===== src/rtl/settle_filter.sv =====
// settle_filter
// -------------
// Receiving-end sampler for the outputs of delay-modelled combinational gate
// networks. The asynchronous input is first passed through a two-flop
// synchronizer. A new value is committed to the output only after it has been
// seen on the synchronized input for SETTLE consecutive clocks. Transients
// that disappear before settling are rejected and counted.
//
// Parameters:
//   WIDTH     - width of din/dout
//   SETTLE    - consecutive synchronized cycles a new value must hold (2..255)
//   RESET_VAL - reset value of dout, the candidate and both synchronizer stages
//   GCW       - width of the saturating glitch counter
//
// Ports:
//   clk        - clock, rising edge
//   rst_b      - asynchronous active-low reset
//   din        - asynchronous input from gate-level logic
//   clr_glitch - synchronous clear of glitch_cnt (wins over a same-cycle glitch)
//   dout       - filtered, committed value
//   upd        - one-cycle pulse in the cycle dout takes a new value
//   stable     - 1 while no new value is pending (FSM idle)
//   glitch_cnt - saturating count of rejected transients
module settle_filter #(
    parameter int                 WIDTH     = 1,
    parameter int                 SETTLE    = 4,
    parameter logic [WIDTH-1:0]   RESET_VAL = '0,
    parameter int                 GCW       = 8
) (
    input  logic             clk,
    input  logic             rst_b,
    input  logic [WIDTH-1:0] din,
    input  logic             clr_glitch,
    output logic [WIDTH-1:0] dout,
    output logic             upd,
    output logic             stable,
    output logic [GCW-1:0]   glitch_cnt
);

    localparam int CW = $clog2(SETTLE + 1);

    // The candidate has been seen for SETTLE cycles when the counter reaches
    // this value while the synchronized input still matches it.
    localparam logic [CW-1:0] LAST = CW'(SETTLE - 1);

    typedef enum logic {
        IDLE,
        SETTLING
    } state_t;

    state_t           state;
    state_t           state_nxt;
    logic [WIDTH-1:0] s1;
    logic [WIDTH-1:0] s2;
    logic [WIDTH-1:0] cand;
    logic [WIDTH-1:0] cand_nxt;
    logic [CW-1:0]    cnt;
    logic [CW-1:0]    cnt_nxt;
    logic [WIDTH-1:0] dout_nxt;
    logic             upd_nxt;
    logic             glitch_ev;
    logic [GCW-1:0]   glitch_nxt;

    // Two-flop synchronizer; everything downstream looks at s2 only.
    always_ff @(posedge clk or negedge rst_b) begin
        if (!rst_b) begin
            s1 <= RESET_VAL;
            s2 <= RESET_VAL;
        end else begin
            s1 <= din;
            s2 <= s1;
        end
    end

    // Next-state logic. The whole vector is compared at once, so any bit
    // change restarts settling. A candidate that is displaced before it has
    // settled counts as a glitch, whether the input fell back to the
    // committed value or moved on to yet another value.
    always_comb begin
        state_nxt = state;
        cand_nxt  = cand;
        cnt_nxt   = cnt;
        dout_nxt  = dout;
        upd_nxt   = 1'b0;
        glitch_ev = 1'b0;
        case (state)
            IDLE: begin
                if (s2 != dout) begin
                    cand_nxt  = s2;
                    cnt_nxt   = CW'(1);
                    state_nxt = SETTLING;
                end
            end
            SETTLING: begin
                if (s2 == cand) begin
                    if (cnt == LAST) begin
                        dout_nxt  = cand;
                        upd_nxt   = 1'b1;
                        cnt_nxt   = '0;
                        state_nxt = IDLE;
                    end else begin
                        cnt_nxt = cnt + 1'b1;
                    end
                end else if (s2 == dout) begin
                    glitch_ev = 1'b1;
                    cnt_nxt   = '0;
                    state_nxt = IDLE;
                end else begin
                    glitch_ev = 1'b1;
                    cand_nxt  = s2;
                    cnt_nxt   = CW'(1);
                end
            end
            default: begin
                cnt_nxt   = '0;
                state_nxt = IDLE;
            end
        endcase
    end

    // Glitch counter: clear has priority, otherwise count up and stick at
    // all-ones rather than wrapping.
    always_comb begin
        glitch_nxt = glitch_cnt;
        if (clr_glitch) begin
            glitch_nxt = '0;
        end else if (glitch_ev && (glitch_cnt != '1)) begin
            glitch_nxt = glitch_cnt + 1'b1;
        end
    end

    // State and output registers. Reset drops any pending candidate without
    // committing it or counting it.
    always_ff @(posedge clk or negedge rst_b) begin
        if (!rst_b) begin
            state      <= IDLE;
            cand       <= RESET_VAL;
            cnt        <= '0;
            dout       <= RESET_VAL;
            upd        <= 1'b0;
            glitch_cnt <= '0;
        end else begin
            state      <= state_nxt;
            cand       <= cand_nxt;
            cnt        <= cnt_nxt;
            dout       <= dout_nxt;
            upd        <= upd_nxt;
            glitch_cnt <= glitch_nxt;
        end
    end

    assign stable = (state == IDLE);

endmodule

===== config.mk =====
export PLATFORM = sky130hd
export DESIGN_NAME = settle_filter
export DESIGN_NICKNAME = d
export VERILOG_FILES = /design/src/rtl/settle_filter.sv
export SDC_FILE = /design/constraint.sdc
export NUM_CORES = 1
export LEC_CHECK = 0
export BUFFER_PORTS_ARGS = -buffer_cell sky130_fd_sc_hd__buf_2
export CAP_MARGIN = 20
export CELL_PAD_IN_SITES_DETAIL_PLACEMENT = 0
export CELL_PAD_IN_SITES_GLOBAL_PLACEMENT = 2
export CORE_ASPECT_RATIO = 1.75
export CORE_MARGIN = 4
export CORE_UTILIZATION = 35
export DETAILED_ROUTE_END_ITERATION = 8
export GPL_ROUTABILITY_DRIVEN = 0
export HOLD_SLACK_MARGIN = 0.1
export PLACE_DENSITY_LB_ADDON = 0.1
export SYNTH_ARGS = -nofsm -noshare
export SYNTH_HDL_FRONTEND = slang
export SYNTH_SLANG_ARGS = --single-unit

===== constraint.sdc =====
create_clock -name clk -period 2.45 [get_ports clk]
set_input_delay 0.3675 -clock clk [delete_from_list [all_inputs] [get_ports clk]]
set_output_delay 0.3675 -clock clk [all_outputs]
set_load 0.02 [all_outputs]

# --- After elaboration in Yosys (flattened, before gate mapping) ---
# Cells that the tools add are included.
op_classes:
  addsub: 2
  mul: 0
  n_div: 0
  n_lt_le_gt_ge: 0
  eq_ne: 8
  shift: 0
  n_mux: 21
  n_bitwise: 1
  reduce_logical: 4
op_table:
  columns: ["cell", "count"]
  rows:
  - ["8-bit 2-to-1 mux", 2]
  - ["1-bit 2-to-1 mux", 13]
  - ["3-bit 2-to-1 mux", 3]
  - ["8-bit by 1-bit adder with 8-bit output, second input constant", 1]
  - ["8-bit inequality test, second input constant", 1]
  - ["3-bit case mux with 2 select lines", 1]
  - ["3-bit AND reduction", 2]
  - ["2-bit inequality test, second input constant", 2]
  - ["1-bit case mux with 2 select lines", 2]
  - ["3-bit by 1-bit adder with 3-bit output, second input constant", 1]
  - ["3-bit by 2-bit equality test with 1-bit output, second input constant", 1]
  - ["1-bit equality test", 2]
  - ["2-bit by 1-bit inequality test with 1-bit output, second input constant", 1]
  - ["2-bit nonzero test", 1]
  - ["1-bit logical AND", 1]
  - ["1-bit inequality test", 1]
  - ["1-bit NOT", 1]
totals:
  register_bits: 17
  latch_bits: 0
  ram_bits: 0
  rom_bits: 0
  inputBits: 4
  out_inout_bits: 11
  word_cells: 44
  mem_count: 0

# --- Depth between registers and ports, before layout ---
# Gate-level depths: netlist (run 1).
logic_depth:
  ltp_word: 6
  mapped_depth: 6
  mapped_depth_nobuf: 5

# --- Worst setup path after synthesis (run 1) ---
# No wires, ideal clock.
synth_path:
  path_kind: "register to register"
  start: "reg glitch_cnt[0]"
  end: "reg glitch_cnt[7]"
  setup_time_ps: 78
  arrival_time_ps: 1554
  required_ps: 2372
  path_slack_ps: 818
  path_stages_with_launch: 7
  path_buffers: 1
  synth_period_minus_slack_ps: 1632
  cell_sequence: "dfrtp_1 > ha_1 > nand3_1 > o211ai_2 > buf_6 > or3_1 > a21oi_1"
synth_via:
  elab_chain_len: 3
  word_cells_on_any_way: 6
  cone_classes: "add/sub: 1; eq/ne: 1; mux: 2; reduce/logical: 2"
synth_lines:
  columns: ["item", "line", "source"]
  rows:
  - ["start: declaration", "37", "output logic [GCW-1:0] glitch_cnt"]
  - ["start signal: assignment", "148", "glitch_cnt <= glitch_nxt;"]
  - ["8-bit by 1-bit adder with 8-bit output / 8-bit inequality test (equally long branches)", "128, 127", null]
  - ["8-bit 2-to-1 mux / 1-bit logical AND (equally long branches)", "127", "end else if (glitch_ev && (glitch_cnt != '1)) begin"]
  - ["8-bit 2-to-1 mux / 2-bit nonzero test (equally long branches)", null, null]
# Several ways; a longest one is shown, not always the timed one. The select of a mux whose other input is x is not followed.
# A chain may end at the register's enable or synchronous reset.

# --- Worst setup path in the final report (run 1) ---
layout_path:
  start: "reg glitch_cnt[0]"
  end: "reg glitch_cnt[4]"
# Same word-level chain as after synthesis.

==> flow_summary.toml, run 1 <==
[yosys]
ys_types = 29
synthCells = 76
ys.warnings.count = 0
synth_largest_area_cell = "dfrtp_1"
synth_fp_nets = 82
yosysSeqAreaShare = 0.533
synth_area_um2 = 798
yosys_register_bits = 17
synthFlopType = "dfrtp_1"
synth_top_area_share = 0.533
synthArstFlopShare = 1.00
synth-edff-count = 0
syn_area_per_cell_um2 = 10.5
synth_area_leaders = "dfrtp_1 53%, a21oi_1 4.4%, nand3_1 3.8%"

[timing]
fin_skew_ns = 0.00194
finalSetupTns_ns = 0
fin_crit_sh = 0.728
rsz0062_at_grt = "false"
min_period_ns = 1.78
setup_ws_ns = 0.666
setup_viol = 0
finalHoldViolCount = 0
hold_slack_ns = 0.180
final_max_slew_viol_count = 0
max_freq_mhz = 561
worst_pin_slew_ns = 0.521
relSlewSlack = 0.651

[worst_hold_path]
holdPathStages = 1
holdPathEnd = "s1"
worstHoldPathType = "in -> reg"
min_from = "din"

[pwr]
p_sw_mw = 0.333
internal_power_mw = 0.514
leakagePower_nw = 0.426
sequentialPowerShare = 0.469
p_comb_frac = 0.355
switching_share = 0.393
p_clk_frac = 0.176
irDropWorstVdd_mv = 0.390
p_total_mw = 0.847
power.density_nw_per_um2 = 920

[place]
io_buffers = 14
dp_hpwl_mm = 1.29
place_ws_ns = 0.684
dp.cells = 112
dpl-instance-area_um2 = 883

[detailed_routing]
drtIter0Drc = 6
wl_per_cell_um = 14.7
wl_mm = 1.72
vias_per_cell = 5.34
drc = 0
ant_nets = 0
vias = 625
drt_first_pass_iters = 2

[worst_setup_path]
ff2ff_path_depth = 5
worstSetupEndpointType = "flop"
cp_data_arrival_time_ns = 2.00
cp_slowest_stage_delay_ns = 0.52
critPathLaunchType = "flop"
critical_path_peak_fanout = 14
cp.buffers_inverters = 0
r2r_setup_slack_ns = 0.67
crit_family = "simple AND/OR/NAND/NOR gates"
critical_path_class = "reg -> reg"
r2r_start = "glitch_cnt[0]"
regToRegEndpoint = "glitch_cnt[4]"
crit_chain = "ha_1 -> nand3_1 -> o211ai_2 -> or3_2 -> a21oi_1"
slowest_stage = "or3_2"
worstPathRequired_ns = 2.67

[cells_and_area]
diodes = 0
layout.nets = 100
utilization = 0.429
finalInstanceArea_um2 = 921
area_delta_synth_final_pct = 15.4
nFillCells = 224
multi_input_area_um2 = 350
fin_cells = 117
drive_gt1_frac = 0.290
register_area_um2 = 425

[global_routing]
grt_max_degree = 18
grt_pass1_wl_mm = 2.79
grt_pass1_vias = 649
antenna_found_initial = 0
overflow = 0
grt_util_all_layers = 0.117

[die]
die_height_um = 71.2
die_area_um2 = 3140
row_count = 22
io_pins = 15
coreArea_um2 = 2150
die_x_um = 44.1
initial_core_util = 0.372

[clock_tree]
cts_buffers = 3
htree_levels = 1
cts_tree = "done"
clk_latency_ns = 0.28
clk_path_buf_depth = 2
cts_resized = 0
cts.sinks = 17
cts.clk_slew.worst_paths_ns = 0.10
root_buffer = "clkbuf_4"

[outcome]
outcome = "complete, no violations"

[job]
maxCapViolations = 0
[power groups by stage]
| stage | Sequential [mW] | Clock, mW | Combinational [mW] |
|---|---|---|---|
| 2_1_floorplan | 0.412 | 0 | 0.215 |
| 3_3_place_gp | 0.398 | 0 | 0.299 |
| 3_5_place_dp | 0.402 | 0 | 0.304 |
| 4_1_cts | 0.397 | 0.155 | 0.306 |
| 5_1_grt | 0.405 | 0.167 | 0.340 |
| 6_report | 0.397 | 0.149 | 0.301 |
[worst max path at each step]
stage,slack (ns),from,end,cells after the start
3_5_place_dp,0.68,glitch_cnt[0],glitch_cnt[4],5
4_1_cts,0.66,glitch_cnt[0],glitch_cnt[4],5
6_report,0.67,glitch_cnt[0],glitch_cnt[4],5
5_1_grt,0.56,glitch_cnt[0],glitch_cnt[3],5
3_3_place_gp,0.73,glitch_cnt[0],glitch_cnt[3],5
2_1_floorplan,0.82,glitch_cnt[0],glitch_cnt[7],6
[per-layer routing]
metal	wire (um)	GRT usage	part of all wire
met1	664	0.122	0.39
met2	945	0.214	0.55
met3	65	0.0153	0.038
met4	39	0.0638	0.023
met5	0	0	0
[repair_timing]
action,in CTS,in global routing
endpoints found under the hold margin,17,0
setup buffers,0,0
hold buffers,1,0
[registers in the layout, indices dropped and copies added, names as in the netlist]
register / count
s1: 1
dout: 1
cand: 1
upd: 1
cnt: 3
state: 1
glitch_cnt: 8
s2: 1
[area by class of cell]
type	instances	area share
Sequential cell	17	0.462
Multi-Input combinational cell	55	0.380
Timing Repair Buffer	15	0.0870
Tap cell	24	0.0326
Clock buffer	3	0.0245
Inverter	2	0.00815
Clock inverter	1	0.00543
[Yosys cell counts, types with 2 or more instances]
| master | number |
|---|---|
| or3_2 | 3 |
| nor2b_1 | 2 |
| nand2_1 | 4 |
| ha_1 | 2 |
| nor2_1 | 6 |
| inv_1 | 2 |
| or2_2 | 2 |
| dfrtp_1 | 17 |
| nand3_1 | 6 |
| o21ai_0 | 6 |
| a21oi_1 | 7 |
| or3_1 | 2 |
[logic make-up (layout without fill, tap and decap cells)]
group                    after synthesis  after routing  share of synthesized area
XOR/XNOR                               2              2                     0.0314
AO/OA/AOI/OAI                         18             18                      0.135
multiplexers                           2              2                     0.0266
flip-flops                            17             17                      0.533
AND/OR/NAND/NOR                       31             31                      0.215
adder cells (fa/ha/maj)                2              2                     0.0313
buffers and inverters                  4             21                     0.0282
[cells in the final DEF, fill, tap and decap left out, types with 2 or more instances in the layout]
cell type and n:
or3_1 2, nor2b_1 2, clkbuf_4 3, dfrtp_1 17
nand3_1 6, o21ai_0 6, or2_2 2, a21oi_1 7
ha_1 2, or3_2 3, inv_1 2, nand2_1 4
buf_2 14, nor2_1 6
(Power assumes the default switching activity.)
==> run 2: changes to the inputs <==
--- a/config.mk
+++ b/config.mk
@@ -11,7 +11,7 @@
 export CELL_PAD_IN_SITES_GLOBAL_PLACEMENT = 2
 export CORE_ASPECT_RATIO = 1.75
 export CORE_MARGIN = 4
-export CORE_UTILIZATION = 35
+export CORE_UTILIZATION = 33
 export DETAILED_ROUTE_END_ITERATION = 8
 export GPL_ROUTABILITY_DRIVEN = 0
 export HOLD_SLACK_MARGIN = 0.1
==> constraint.sdc (replaced) <==
create_clock -name clk -period 1.8 [get_ports clk]
set_input_delay 0.27 -clock clk [delete_from_list [all_inputs] [get_ports clk]]
set_output_delay 0.27 -clock clk [all_outputs]
set_load 0.02 [all_outputs]
==> flow_summary.toml, run 2 (synthesized netlist as in run 1, its figures left out) <==
[timing]
fin_skew_ns = 0.00473
final_max_slew_viol_count = 0
finalSetupTns_ns = 0
worst_pin_slew_ns = 0.394
fin_crit_sh = 0.907
max_freq_mhz = 613
setup_ws_ns = 0.168
rsz0062_at_grt = "false"
min_period_ns = 1.63
relSlewSlack = 0.737
setup_viol = 0
finalHoldViolCount = 0

[clock_tree]
cts_tree = "done"
htree_levels = 1
cts.clk_slew.worst_paths_ns = 0.07
cts.sinks = 17
cts_buffers = 3
root_buffer = "clkbuf_8"
clk_path_buf_depth = 2
clk_latency_ns = 0.25

[detailed_routing]
wl_mm = 1.73
ant_nets = 0
vias_per_cell = 5.11
vias = 623
drt_first_pass_iters = 4
wl_per_cell_um = 14.1
drc = 0
drtIter0Drc = 17

[cells_and_area]
top_register = "glitch_cnt"
diodes = 0
layout.nets = 104
final_common_cell = "dfrtp_1"
reg_top3 = "glitch_cnt (8), cnt (3)"
largest_register_ffs = 8
drive_gt1_frac = 0.320
finalInstanceArea_um2 = 982
mostFrequentLayoutCells = "17 x dfrtp_1, 14 x buf_2, 7 x a21oi_1"
utilization = 0.427
area_delta_synth_final_pct = 23.0

[die]
die_x_um = 45.2
initial_core_util = 0.347
coreArea_um2 = 2300
io_pins = 15
die_area_um2 = 3300
die_height_um = 73.1
row_count = 23

[worst_setup_path]
cp.depth = 6
ff2ff_path_depth = 6
crit_family = "simple AND/OR/NAND/NOR gates"
cp_data_arrival_time_ns = 1.81
critPathLaunchType = "flop"
critical_path_peak_fanout = 9
slowest_stage = "dfrtp_1"
cp.buffers_inverters = 1
worstSetupEndpointType = "flop"
cp_slowest_stage_delay_ns = 0.41
crit_chain = "ha_1 -> nand3_1 -> o211ai_4 -> buf_4 -> or3_1 -> a21oi_1"
critical_path_class = "reg -> reg"
worstPathRequired_ns = 1.98

[place]
io_buffers = 14
dpl-instance-area_um2 = 915
dp_hpwl_mm = 1.34
place_ws_ns = 0.136

[worst_hold_path]
worstHoldPathType = "in -> reg"
holdPathStages = 1

[pwr]
irDropWorstVdd_mv = 0.692
power.density_nw_per_um2 = 1320
leakagePower_nw = 0.454
p_total_mw = 1.29

[global_routing]
grt_pass1_vias = 664
grt_max_degree = 18
grt_util_all_layers = 0.123
overflow = 0
antenna_found_initial = 0
grt_pass1_wl_mm = 2.93

[outcome]
outcome = "complete, no violations"

[job]
maxCapViolations = 0
run 2: report_power, final:
| group | total, mW | internal (mW) | leakage (nW) | switching (mW) |
|---|---|---|---|---|
| Clock | 0.283 | 0.155 | 0.0217 | 0.128 |
| Combinational | 0.493 | 0.208 | 0.212 | 0.285 |
| Sequential | 0.518 | 0.455 | 0.221 | 0.0626 |
run 2: final timing paths:
| check | startpoint | endpoint | slack [ns] |
|---|---|---|---|
| max in group asynchronous | rst_b | glitch_cnt[7] | 1.04 |
| max | glitch_cnt[1] | glitch_cnt[2] | 0.17 |
| min | din | s1 | 0.12 |
| min reg2reg | s1 | s2 | 0.35 |
| min in group asynchronous | rst_b | glitch_cnt[2] | 0.47 |
| max reg2reg | glitch_cnt[1] | glitch_cnt[2] | 0.17 |
run 2: layer usage:
metal	track usage	share of wire	routed length, um
met5	0	0	0
met4	0.0586	0.021	36
met3	0.0247	0.035	60
met2	0.232	0.58	995
met1	0.120	0.37	632
run 2: stage by stage:
stage               hold WS, ns  std cells
finish                    0.121        122
global route              0.116        122
CTS                       0.114        122
detailed placement        0.217        117
global placement          0.219        117
floorplan               -0.0256         76
run 2: area by class of cell:
| cell class | count | area (um2) |
|---|---|---|
| fill | 238 | 1320 |
| sequential | 17 | 425 |
| multi-input combinational | 55 | 359 |
| timing repair buffer | 19 | 110 |
| clock buffer | 3 | 41.3 |
| tap | 25 | 31.3 |
| clock inverter | 1 | 7.51 |
| inverter | 2 | 7.51 |
run 2: repair_timing:
item                                   4_1_cts  5_1_grt
endpoints found under the hold margin       17        0
hold buffers                                 1        0
buffers inserted                             0        0
resized for setup                            0        1
setup endpoints to repair                    0        1
